$ cat config.mk
export PLATFORM = sky130hd
export DESIGN_NAME = pll_lock_sequencer_flat
export DESIGN_NICKNAME = d
export VERILOG_FILES = /design/src/rtl/pll_seq_pkg.sv /design/src/rtl/pll_lock_sequencer_if.sv /design/src/rtl/sync_2ff.sv /design/src/rtl/pll_lock_sequencer.sv /design/src/flat_wrapper.sv
export SDC_FILE = /design/constraint.sdc
export NUM_CORES = 1
export LEC_CHECK = 0
export BUFFER_PORTS_ARGS = -buffer_cell sky130_fd_sc_hd__buf_4
export CAP_MARGIN = 10
export CORE_MARGIN = 3
export CORE_UTILIZATION = 55
export CTS_CLUSTER_SIZE = 25
export DETAILED_ROUTE_END_ITERATION = 8
export GPL_TIMING_DRIVEN = 0
export HOLD_SLACK_MARGIN = 0.02
export PLACE_DENSITY = 0.76
export SYNTH_ARGS = -nofsm -noshare
export SYNTH_HDL_FRONTEND = slang
export SYNTH_HIERARCHICAL = 1
export SYNTH_SLANG_ARGS = --single-unit
export TNS_END_PERCENT = 50
$ cat constraint.sdc
create_clock -name clk -period 5.46 [get_ports clk]
set_input_delay 1.365 -clock clk [delete_from_list [all_inputs] [get_ports clk]]
set_output_delay 1.365 -clock clk [all_outputs]
set_load 0.05 [all_outputs]
$ cat src/rtl/pll_seq_pkg.sv
// Shared definitions for the PLL lock sequencer: state encoding,
// default timing constants and synchronizer depth.
package pll_seq_pkg;

    typedef enum logic [1:0] {
        ST_WAIT_LOCK = 2'd0,
        ST_STABLE    = 2'd1,
        ST_HOLD      = 2'd2,
        ST_RUN       = 2'd3
    } seq_state_e;

    localparam int DEF_LOCK_STABLE_CYCLES = 1024;
    localparam int DEF_RESET_HOLD_CYCLES  = 16;
    localparam int DEF_CNT_W              = 16;
    localparam int DEF_LOSS_CNT_W         = 8;
    localparam int DEF_TIMEOUT_CYCLES     = 65535;

    localparam int SYNC_STAGES = 2;

    // States in which the PLL is still being qualified (watchdog territory).
    function automatic logic is_qualifying(seq_state_e s);
        return (s == ST_WAIT_LOCK) || (s == ST_STABLE);
    endfunction

endpackage

$ cat src/rtl/pll_lock_sequencer_if.sv
// Signal bundle between the PLL/software side and the lock sequencer.
// lock_timeout exists only when PLL_SEQ_TIMEOUT_EN is defined.
interface pll_lock_sequencer_if #(
    parameter int LOSS_CNT_W = 8
);
    logic                  pll_locked;
    logic                  restart_req;
    logic                  core_reset;
    logic                  ready;
    logic [LOSS_CNT_W-1:0] lock_lost_count;
    logic [1:0]            state_dbg;
`ifdef PLL_SEQ_TIMEOUT_EN
    logic                  lock_timeout;
`endif

    // Environment side: PLL flag and software restart in, status out.
    modport master (
        output pll_locked,
        output restart_req,
        input  core_reset,
        input  ready,
        input  lock_lost_count,
`ifdef PLL_SEQ_TIMEOUT_EN
        input  lock_timeout,
`endif
        input  state_dbg
    );

    // Sequencer side.
    modport slave (
        input  pll_locked,
        input  restart_req,
        output core_reset,
        output ready,
        output lock_lost_count,
`ifdef PLL_SEQ_TIMEOUT_EN
        output lock_timeout,
`endif
        output state_dbg
    );

endinterface

$ cat src/rtl/sync_2ff.sv
// Generic single-bit synchronizer, SYNC_STAGES flops deep, synchronous
// active-high reset to 0.
module sync_2ff
    import pll_seq_pkg::*;
(
    input  logic clk,
    input  logic reset,
    input  logic d_i,
    output logic q_o
);

    logic [SYNC_STAGES-1:0] sync_q;

    // Shift the asynchronous input through the synchronizer chain.
    always_ff @(posedge clk) begin
        if (reset) begin
            sync_q <= '0;
        end else begin
            sync_q <= {sync_q[SYNC_STAGES-2:0], d_i};
        end
    end

    assign q_o = sync_q[SYNC_STAGES-1];

endmodule

$ cat src/rtl/pll_lock_sequencer.sv
// Holds the core in reset until the PLL lock has been stable for a
// programmable time, re-applies reset on lock loss or software restart,
// and counts lock losses seen while running.
// Optional watchdog (lock_timeout) enabled by defining PLL_SEQ_TIMEOUT_EN.
//
// state      | meaning
// -----------+-------------------------------------------------------
// WAIT_LOCK  | core in reset, waiting for synchronized lock
// STABLE     | lock seen, counting LOCK_STABLE_CYCLES of continuous lock
// HOLD       | lock qualified, core reset held RESET_HOLD_CYCLES more
// RUN        | core released, ready asserted
module pll_lock_sequencer
    import pll_seq_pkg::*;
#(
    parameter int LOCK_STABLE_CYCLES = DEF_LOCK_STABLE_CYCLES,
    parameter int RESET_HOLD_CYCLES  = DEF_RESET_HOLD_CYCLES,
    parameter int CNT_W              = DEF_CNT_W,
    parameter int LOSS_CNT_W         = DEF_LOSS_CNT_W,
    parameter int TIMEOUT_CYCLES     = DEF_TIMEOUT_CYCLES
)(
    input  logic               clk,
    input  logic               reset,
    pll_lock_sequencer_if.slave bus
);

    // The shared phase counter must be able to reach every terminal count.
    if (LOCK_STABLE_CYCLES < 1 || LOCK_STABLE_CYCLES >= (2 ** CNT_W)) begin : g_chk_stable
        $error("LOCK_STABLE_CYCLES out of range for CNT_W");
    end
    if (RESET_HOLD_CYCLES < 1 || RESET_HOLD_CYCLES >= (2 ** CNT_W)) begin : g_chk_hold
        $error("RESET_HOLD_CYCLES out of range for CNT_W");
    end
    if (TIMEOUT_CYCLES < 1 || TIMEOUT_CYCLES >= (2 ** CNT_W)) begin : g_chk_timeout
        $error("TIMEOUT_CYCLES out of range for CNT_W");
    end

    localparam logic [CNT_W-1:0] STABLE_TC = CNT_W'(LOCK_STABLE_CYCLES - 1);
    localparam logic [CNT_W-1:0] HOLD_TC   = CNT_W'(RESET_HOLD_CYCLES - 1);

    logic                  locked_s;
    seq_state_e            state_q, state_d;
    logic [CNT_W-1:0]      cnt_q, cnt_d;
    logic [LOSS_CNT_W-1:0] loss_q, loss_d;
    logic                  core_reset_q;
    logic                  ready_q;

    sync_2ff u_sync_locked (
        .clk   (clk),
        .reset (reset),
        .d_i   (bus.pll_locked),
        .q_o   (locked_s)
    );

    // Next-state, phase counter and loss counter decode.
    always_comb begin
        state_d = state_q;
        cnt_d   = cnt_q;
        loss_d  = loss_q;
        unique case (state_q)
            ST_WAIT_LOCK: begin
                cnt_d = '0;
                if (locked_s) begin
                    state_d = ST_STABLE;
                end
            end
            ST_STABLE: begin
                if (!locked_s) begin
                    state_d = ST_WAIT_LOCK;
                    cnt_d   = '0;
                end else if (cnt_q == STABLE_TC) begin
                    state_d = ST_HOLD;
                    cnt_d   = '0;
                end else begin
                    cnt_d = cnt_q + CNT_W'(1);
                end
            end
            ST_HOLD: begin
                if (!locked_s) begin
                    state_d = ST_WAIT_LOCK;
                    cnt_d   = '0;
                end else if (cnt_q == HOLD_TC) begin
                    state_d = ST_RUN;
                    cnt_d   = '0;
                end else begin
                    cnt_d = cnt_q + CNT_W'(1);
                end
            end
            ST_RUN: begin
                cnt_d = '0;
                // Lock loss wins over a coincident restart request.
                if (!locked_s) begin
                    state_d = ST_WAIT_LOCK;
                    if (loss_q != '1) begin
                        loss_d = loss_q + LOSS_CNT_W'(1);
                    end
                end else if (bus.restart_req) begin
                    // Lock is still good, so skip re-qualification.
                    state_d = ST_HOLD;
                end
            end
            default: begin
                state_d = ST_WAIT_LOCK;
                cnt_d   = '0;
            end
        endcase
    end

    // State, counters and registered outputs; outputs follow state_d so they
    // change on the same edge as the state register.
    always_ff @(posedge clk) begin
        if (reset) begin
            state_q      <= ST_WAIT_LOCK;
            cnt_q        <= '0;
            loss_q       <= '0;
            core_reset_q <= 1'b1;
            ready_q      <= 1'b0;
        end else begin
            state_q      <= state_d;
            cnt_q        <= cnt_d;
            loss_q       <= loss_d;
            core_reset_q <= (state_d != ST_RUN);
            ready_q      <= (state_d == ST_RUN);
        end
    end

`ifdef PLL_SEQ_TIMEOUT_EN
    localparam logic [CNT_W-1:0] TIMEOUT_TC = CNT_W'(TIMEOUT_CYCLES);

    logic [CNT_W-1:0] wdog_q, wdog_d;
    logic             timeout_q;

    // Watchdog counts time spent qualifying; it saturates at the limit and
    // clears once the sequencer reaches HOLD.
    always_comb begin
        wdog_d = '0;
        if (is_qualifying(state_q) && (state_d != ST_HOLD)) begin
            wdog_d = (wdog_q == TIMEOUT_TC) ? wdog_q : wdog_q + CNT_W'(1);
        end
    end

    // Sticky timeout flag; sequencing is unaffected by it.
    always_ff @(posedge clk) begin
        if (reset) begin
            wdog_q    <= '0;
            timeout_q <= 1'b0;
        end else begin
            wdog_q    <= wdog_d;
            timeout_q <= timeout_q | (wdog_d == TIMEOUT_TC);
        end
    end

    assign bus.lock_timeout = timeout_q;
`endif

    assign bus.core_reset      = core_reset_q;
    assign bus.ready           = ready_q;
    assign bus.lock_lost_count = loss_q;
    assign bus.state_dbg       = state_q;

endmodule

$ cat src/flat_wrapper.sv
// flat-port wrapper written by rule: the top's interface ports become plain ports
module pll_lock_sequencer_flat import pll_seq_pkg::*;
#(
    parameter int LOCK_STABLE_CYCLES = DEF_LOCK_STABLE_CYCLES,
    parameter int RESET_HOLD_CYCLES  = DEF_RESET_HOLD_CYCLES,
    parameter int CNT_W              = DEF_CNT_W,
    parameter int LOSS_CNT_W         = DEF_LOSS_CNT_W,
    parameter int TIMEOUT_CYCLES     = DEF_TIMEOUT_CYCLES
)
  (clk, reset, bus_pll_locked, bus_restart_req, bus_core_reset, bus_ready, bus_lock_lost_count, bus_state_dbg);
  pll_lock_sequencer_if #(.LOSS_CNT_W(LOSS_CNT_W)) bus_i ();
  input  logic clk;
  input  logic reset;
  input wire logic [$bits(bus_i.pll_locked)-1:0] bus_pll_locked;
  input wire logic [$bits(bus_i.restart_req)-1:0] bus_restart_req;
  output wire logic [$bits(bus_i.core_reset)-1:0] bus_core_reset;
  output wire logic [$bits(bus_i.ready)-1:0] bus_ready;
  output wire logic [$bits(bus_i.lock_lost_count)-1:0] bus_lock_lost_count;
  output wire logic [$bits(bus_i.state_dbg)-1:0] bus_state_dbg;
  assign bus_i.pll_locked = bus_pll_locked;
  assign bus_i.restart_req = bus_restart_req;
  assign bus_core_reset = bus_i.core_reset;
  assign bus_ready = bus_i.ready;
  assign bus_lock_lost_count = bus_i.lock_lost_count;
  assign bus_state_dbg = bus_i.state_dbg;
  pll_lock_sequencer #(.LOCK_STABLE_CYCLES(LOCK_STABLE_CYCLES), .RESET_HOLD_CYCLES(RESET_HOLD_CYCLES), .CNT_W(CNT_W), .LOSS_CNT_W(LOSS_CNT_W), .TIMEOUT_CYCLES(TIMEOUT_CYCLES)) u_core (.clk(clk), .reset(reset), .bus(bus_i));
endmodule
== Word level (Yosys, flattened, before mapping) ==
Cells that the tools add are included.
Operators by class
  $add $sub $neg: 2
  eq/ne operators: 8
  mux-type cells: 13
  bitwise gates (word level): 1
  reductions and logical operators: 3
Operators by type and width (number)
  16-bit two-way mux: 4
  16-bit case mux with 3 select lines: 1
  16-bit by 1-bit adder with 16-bit output, second input constant: 1
  16-bit by 10-bit == test with 1-bit output, second input constant: 1
  16-bit by 4-bit == test with 1-bit output, second input constant: 1
  2-bit two-way mux: 7
  8-bit by 1-bit adder with 8-bit output, second input constant: 1
  8-bit inequality test, second input constant: 1
  2-bit case mux with 4 select lines: 1
  2-bit == test, second input constant: 3
  3-bit AND reduction: 1
  2-bit by 1-bit == test with 1-bit output, second input constant: 1
  2-bit zero test: 1
  2-bit inequality test, second input constant: 1
  2-bit OR reduction: 1
  1-bit NOT: 1
Storage, ports and cells
  bits in registers: 30
  input port bits: 4
  output and inout port bits: 12
  logic and storage cells: 33

== Logic depth before layout (Yosys ltp) ==
  depth in word-level cells: 5
  gate-level depth with buffers: 6
  mapped depth without buffers: 5

== Cells and area by module ==
Netlist, hierarchy kept.
Modules (own cells, without submodules)
  pll_lock_sequencer: times used 1, cells an instance 143, area an instance 1403.8 µm², sequential area each 560.5 µm²
  sync_2ff: times used 1, cells an instance 4, area an instance 52.6 µm², sequential area each 40.0 µm²

== Worst setup path before layout ==
Ideal clock, no wire load.
  kind: input to register
  start: in reset
  end: reg u_core.cnt_q[11]
  library setup time: 0.066 ns
  arrival time: 2.296 ns
  required time: 5.394 ns
  setup slack: 3.098 ns
  stages: 5
  path buffers: 2
  cells stage by stage: clkbuf_8 > nor2b_4 > nand4_1 > buf_2 > a21oi_2
RTL lines
  start, declared: RTL line flat_wrapper.sv:13  | input logic reset;
  end signal, assigned: RTL line pll_lock_sequencer.sv:119  | cnt_q <= cnt_d;
  end, declared: RTL line pll_lock_sequencer.sv:42  | logic [CNT_W-1:0] cnt_q, cnt_d;

== Worst setup path in the final report ==
  start: reg u_core.state_q[1] (netlist: u_core/bus.state_dbg[1])
  end: out bus_state_dbg[1]
RTL lines
  start, declared: RTL line pll_lock_sequencer.sv:41  | seq_state_e state_q, state_d;
  start signal, assigned: RTL line pll_lock_sequencer.sv:118  | state_q <= state_d;
  end, declared: RTL line flat_wrapper.sv:19  | output wire logic [$bits(bus_i.state_dbg)-1:0] bus_state_dbg;
No word-level cell between the ends.

==> metrics.log <==
INFO  metric status = finished, final reports clean
INFO  metric multi_input_comb_area = 795 um2
INFO  metric synth_fp_nets = 153
INFO  metric timing_worst_setup_path_type = reg2out
INFO  metric antenna_cells = 0
INFO  metric cts_sinks = 30
INFO  metric synth-seq-cells = 30
INFO  metric critical_path.max_fanout = 9
INFO  metric detailed_route_via_count = 1182
INFO  metric timing.critical_path.slowest_cell_delay = 0.48 ns
INFO  metric cts_root_buffer = sky130_fd_sc_hd__clkbuf_4
INFO  metric rsz0062_at_grt = false
INFO  metric post_cts_hold_buffer_count = 0
INFO  metric finalMaxSlewViolations = 0
INFO  metric worst_hold_path_type = reg2reg
INFO  metric die_y = 57.5 um
INFO  metric finalHoldWorstSlack = 0.451 ns
INFO  metric reg2regPathDepth = 6
INFO  metric setup_total_negative_slack = 0 ns
INFO  metric drc = 0
INFO  metric post-cts-setup-buffer-count = 0
INFO  metric finish.net_count = 175
INFO  metric fp-row-count = 18
INFO  metric setup.worst_path.start_class = flip-flop
INFO  metric worst_slew_pin_slew = 0.582 ns
INFO  metric yosys_warnings = 6
INFO  metric grt_util_all_layers = 18.8%
INFO  metric crit_chain = buf_4
INFO  metric grt_start_max_net_pins = 11
INFO  metric core-area = 2500 um2
INFO  metric required = 4.09 ns
INFO  metric grt_overflow_total = 0
INFO  metric worstHoldStart = u_core/u_sync_locked/sync_q[0]$_SDFF_PP0_
INFO  metric ff2ff_setup_slack = 3.37 ns
INFO  metric ys.flop_type = sky130_fd_sc_hd__dfxtp_1
INFO  metric setup_viol_count_final = 0
INFO  metric drt-pass1-iter-count = 4
INFO  metric hold_violations = 0
INFO  metric grt_antenna_before_repair = 0
INFO  metric iteration_0_drc_markers = 70
INFO  metric globalplace.congestion = 0.824
INFO  metric number_of_cells_on_the_worst_hold_path = 1
INFO  metric rr_startpoint = u_core/cnt_q[0]$_SDFF_PP0_
INFO  metric synth-async-reset-ratio = 0%
INFO  metric timing.final.crit_period = 2.42 ns
INFO  metric pwr_cell_area = 218 nW/um2
INFO  metric min_delay_worst_endpoint = u_core/u_sync_locked/sync_q[1]$_SDFF_PP0_
INFO  metric area_delta_synth_final = 14.4%
INFO  metric cp.buffers_inverters = 1
INFO  metric worst_ir_drop_vdd = 0.224 mV
INFO  metric tritoncts = yes
INFO  metric cts_buffers = 5
INFO  metric maximum_buffer_depth_of_the_clock_tree = 2
INFO  metric slew-limit-headroom = 60.2%
INFO  metric grt_pass1_wl = 4830 um
INFO  metric drv_cap = 0
INFO  metric synth_area_per_inst = 9.91 um2
INFO  metric worst_setup_path_startpoint = u_core/bus.state_dbg[1]$_SDFF_PP0_
INFO  metric clock_latency = 0.33 ns
INFO  metric postCtsResizedCells = 0
INFO  metric seqCellArea = 601 um2
INFO  metric die-area = 3300 um2
INFO  metric initial_core_util = 58.3%
INFO  metric timing.clock.skew = 0.0125 ns
INFO  metric die_w = 57.5 um
INFO  metric max_freq = 0.413 GHz
INFO  metric detailed_place_hpwl = 2050 um
INFO  metric syn-instance-count = 147
INFO  metric synth.distinct_cells = 43
INFO  metric antenna_left = 0
INFO  metric total_leakage_power = 0.560 nW
INFO  metric floorplan.io_pins = 16
INFO  metric h_tree_lvl_count = 2
INFO  metric synth_edf_count = 0
INFO  metric route.final.wire_length = 2820 um
INFO  metric detail_route.vias_per_cell = 5.91
INFO  metric wire_per_inst = 14.1 um
INFO  metric post_route_cells_drive_above_1_share = 25.3%
INFO  metric cpMaxStageDelayCell = sky130_fd_sc_hd__dfxtp_1
INFO  metric grt_pass1_vias = 1064
INFO  metric period_share = 44.4%
INFO  metric critical-path-top-delay-family = flip-flops
INFO  metric cts.clk_slew.worst_paths = 0.09 ns
INFO  metric crit-reg2reg-capture = u_core/cnt_q[9]$_SDFF_PP0_
INFO  metric fill_count = 203
INFO  metric total_power = 0.000363 W
INFO  metric yosysSeqAreaShare = 41.2%
INFO  metric cp_data_arrival_time = 1.06 ns
INFO  metric synthesis.area = 1460 um2
INFO  metric portBuffers = 15
INFO  metric worstSetupEndpointType = output pin
==> state kept, by name, summed over array words and instances, names as in the netlist <==
name and flops:
u_core/cnt_q 16, u_core/bus.lock_lost_count 8, u_core/u_sync_locked/sync_q 2, u_core/bus.state_dbg 2
u_core/bus.core_reset 1, u_core/bus.ready 1
==> worst max-delay path by stage <==
stage / cells past startpoint / endpoint / slack, ns
2_1_floorplan: 5 / u_core/cnt_q[11]$_SDFF_PP0_ / 3.10
3_3_place_gp: 6 / u_core/cnt_q[11]$_SDFF_PP0_ / 2.82
5_1_grt: 1 / bus_state_dbg[1] / 2.94
6_report: 1 / bus_state_dbg[1] / 3.04
3_5_place_dp: 6 / u_core/cnt_q[9]$_SDFF_PP0_ / 2.77
4_1_cts: 1 / bus_state_dbg[1] / 3.01
==> power breakdown <==
group / leakage [nW] / internal, W / total (W) / switching (W)
clock network: 0.0353 / 0.0000623 / 0.000135 / 0.0000727
logic: 0.283 / 0.00000385 / 0.00000749 / 0.00000364
registers: 0.242 / 0.000219 / 0.000220 / 0.000000658
total: 0.560 / 0.000286 / 0.000363 / 0.0000770
==> metrics by stage <==
stage | util (%) | instance area (um2) | worst slack (ns) | instances
finish | 66.7 | 1670 | 3.04 | 200
global route | 66.7 | 1670 | 2.94 | 200
CTS | 66.7 | 1670 | 3.01 | 200
detailed placement | 64.3 | 1610 | 2.77 | 192
global placement | 64.3 | 1610 | 2.82 | 192
floorplan | - | 1460 | 3.10 | 147
==> synth_stat cells, drive strengths merged (3+ instances only) <==
library cell   n  share of area [%]
nor2b          3                1.8
nor3           5                1.7
nor2          10                2.6
a21oi         15                7.7
nor4           8                3.9
nand4          8                3.9
mux2i          3                2.1
inv            4                1.0
xor2           6                3.6
nand2          6                2.1
dfxtp         30                 41
nand3          8                3.1
clkbuf         3                1.5
xnor2         11                6.6
==> layout make-up <==
type                       instances  share of cell area [%]
multi-input combinational        108                    47.7
clock inverter                     1                   0.300
timing repair buffer              15                    6.76
inverter                           4                   0.901
buffer                             5                    2.78
sequential                        30                    36.0
tap                               30                    2.25
clock buffer                       7                    3.30
==> cells by family (layout without fill, tap and decap cells) <==
group / after synthesis / in the layout / share of synthesized area [%]
and+or+nand+nor: 58 / 58 / 24.7
muxes: 3 / 3 / 2.06
adders and majority gates: 2 / 2 / 1.72
DFF: 30 / 30 / 41.2
AOI/OAI and AO/OA: 28 / 28 / 15.9
buffers and inverters: 9 / 32 / 4.21
xor gates and xnor gates: 17 / 17 / 10.2
==> placed cells by master (no fill, tap or decap), drive strengths merged <==
cell,synthesis,routed
ha,2,2
buf,2,17
o211ai,1,1
and3b,1,1
nor4,8,8
a21boi,1,1
or4,1,1
nand3,8,8
xor2,6,6
xnor2,11,11
and4,2,2
a21oi,15,15
nor2b,3,3
nand3b,1,1
mux2i,3,3
and3,2,2
inv,4,4
o41a,1,1
o21ai,1,1
nor3,5,5
a31oi,1,1
nand4,8,8
nor2,10,10
nand2,6,6
or2,1,1
o2111ai,1,1
or4b,1,1
a211oi,1,1
a2111oi,2,2
o31ai,1,1
clkbuf,3,10
o21a,2,2
a22oi,1,1
dfxtp,30,30
clkinv,0,1
nand4b,1,1
==> layer usage <==
metal	up-vias	share of wire [%]	GRT usage (%)
met5	-	0	0
met4	0	1.1	5.96
met3	4	5.7	6.11
met2	30	45	27.3
met1	556	48	26.5
li1	592	-	-
No activity file was read; power rests on OpenSTA's default activity.
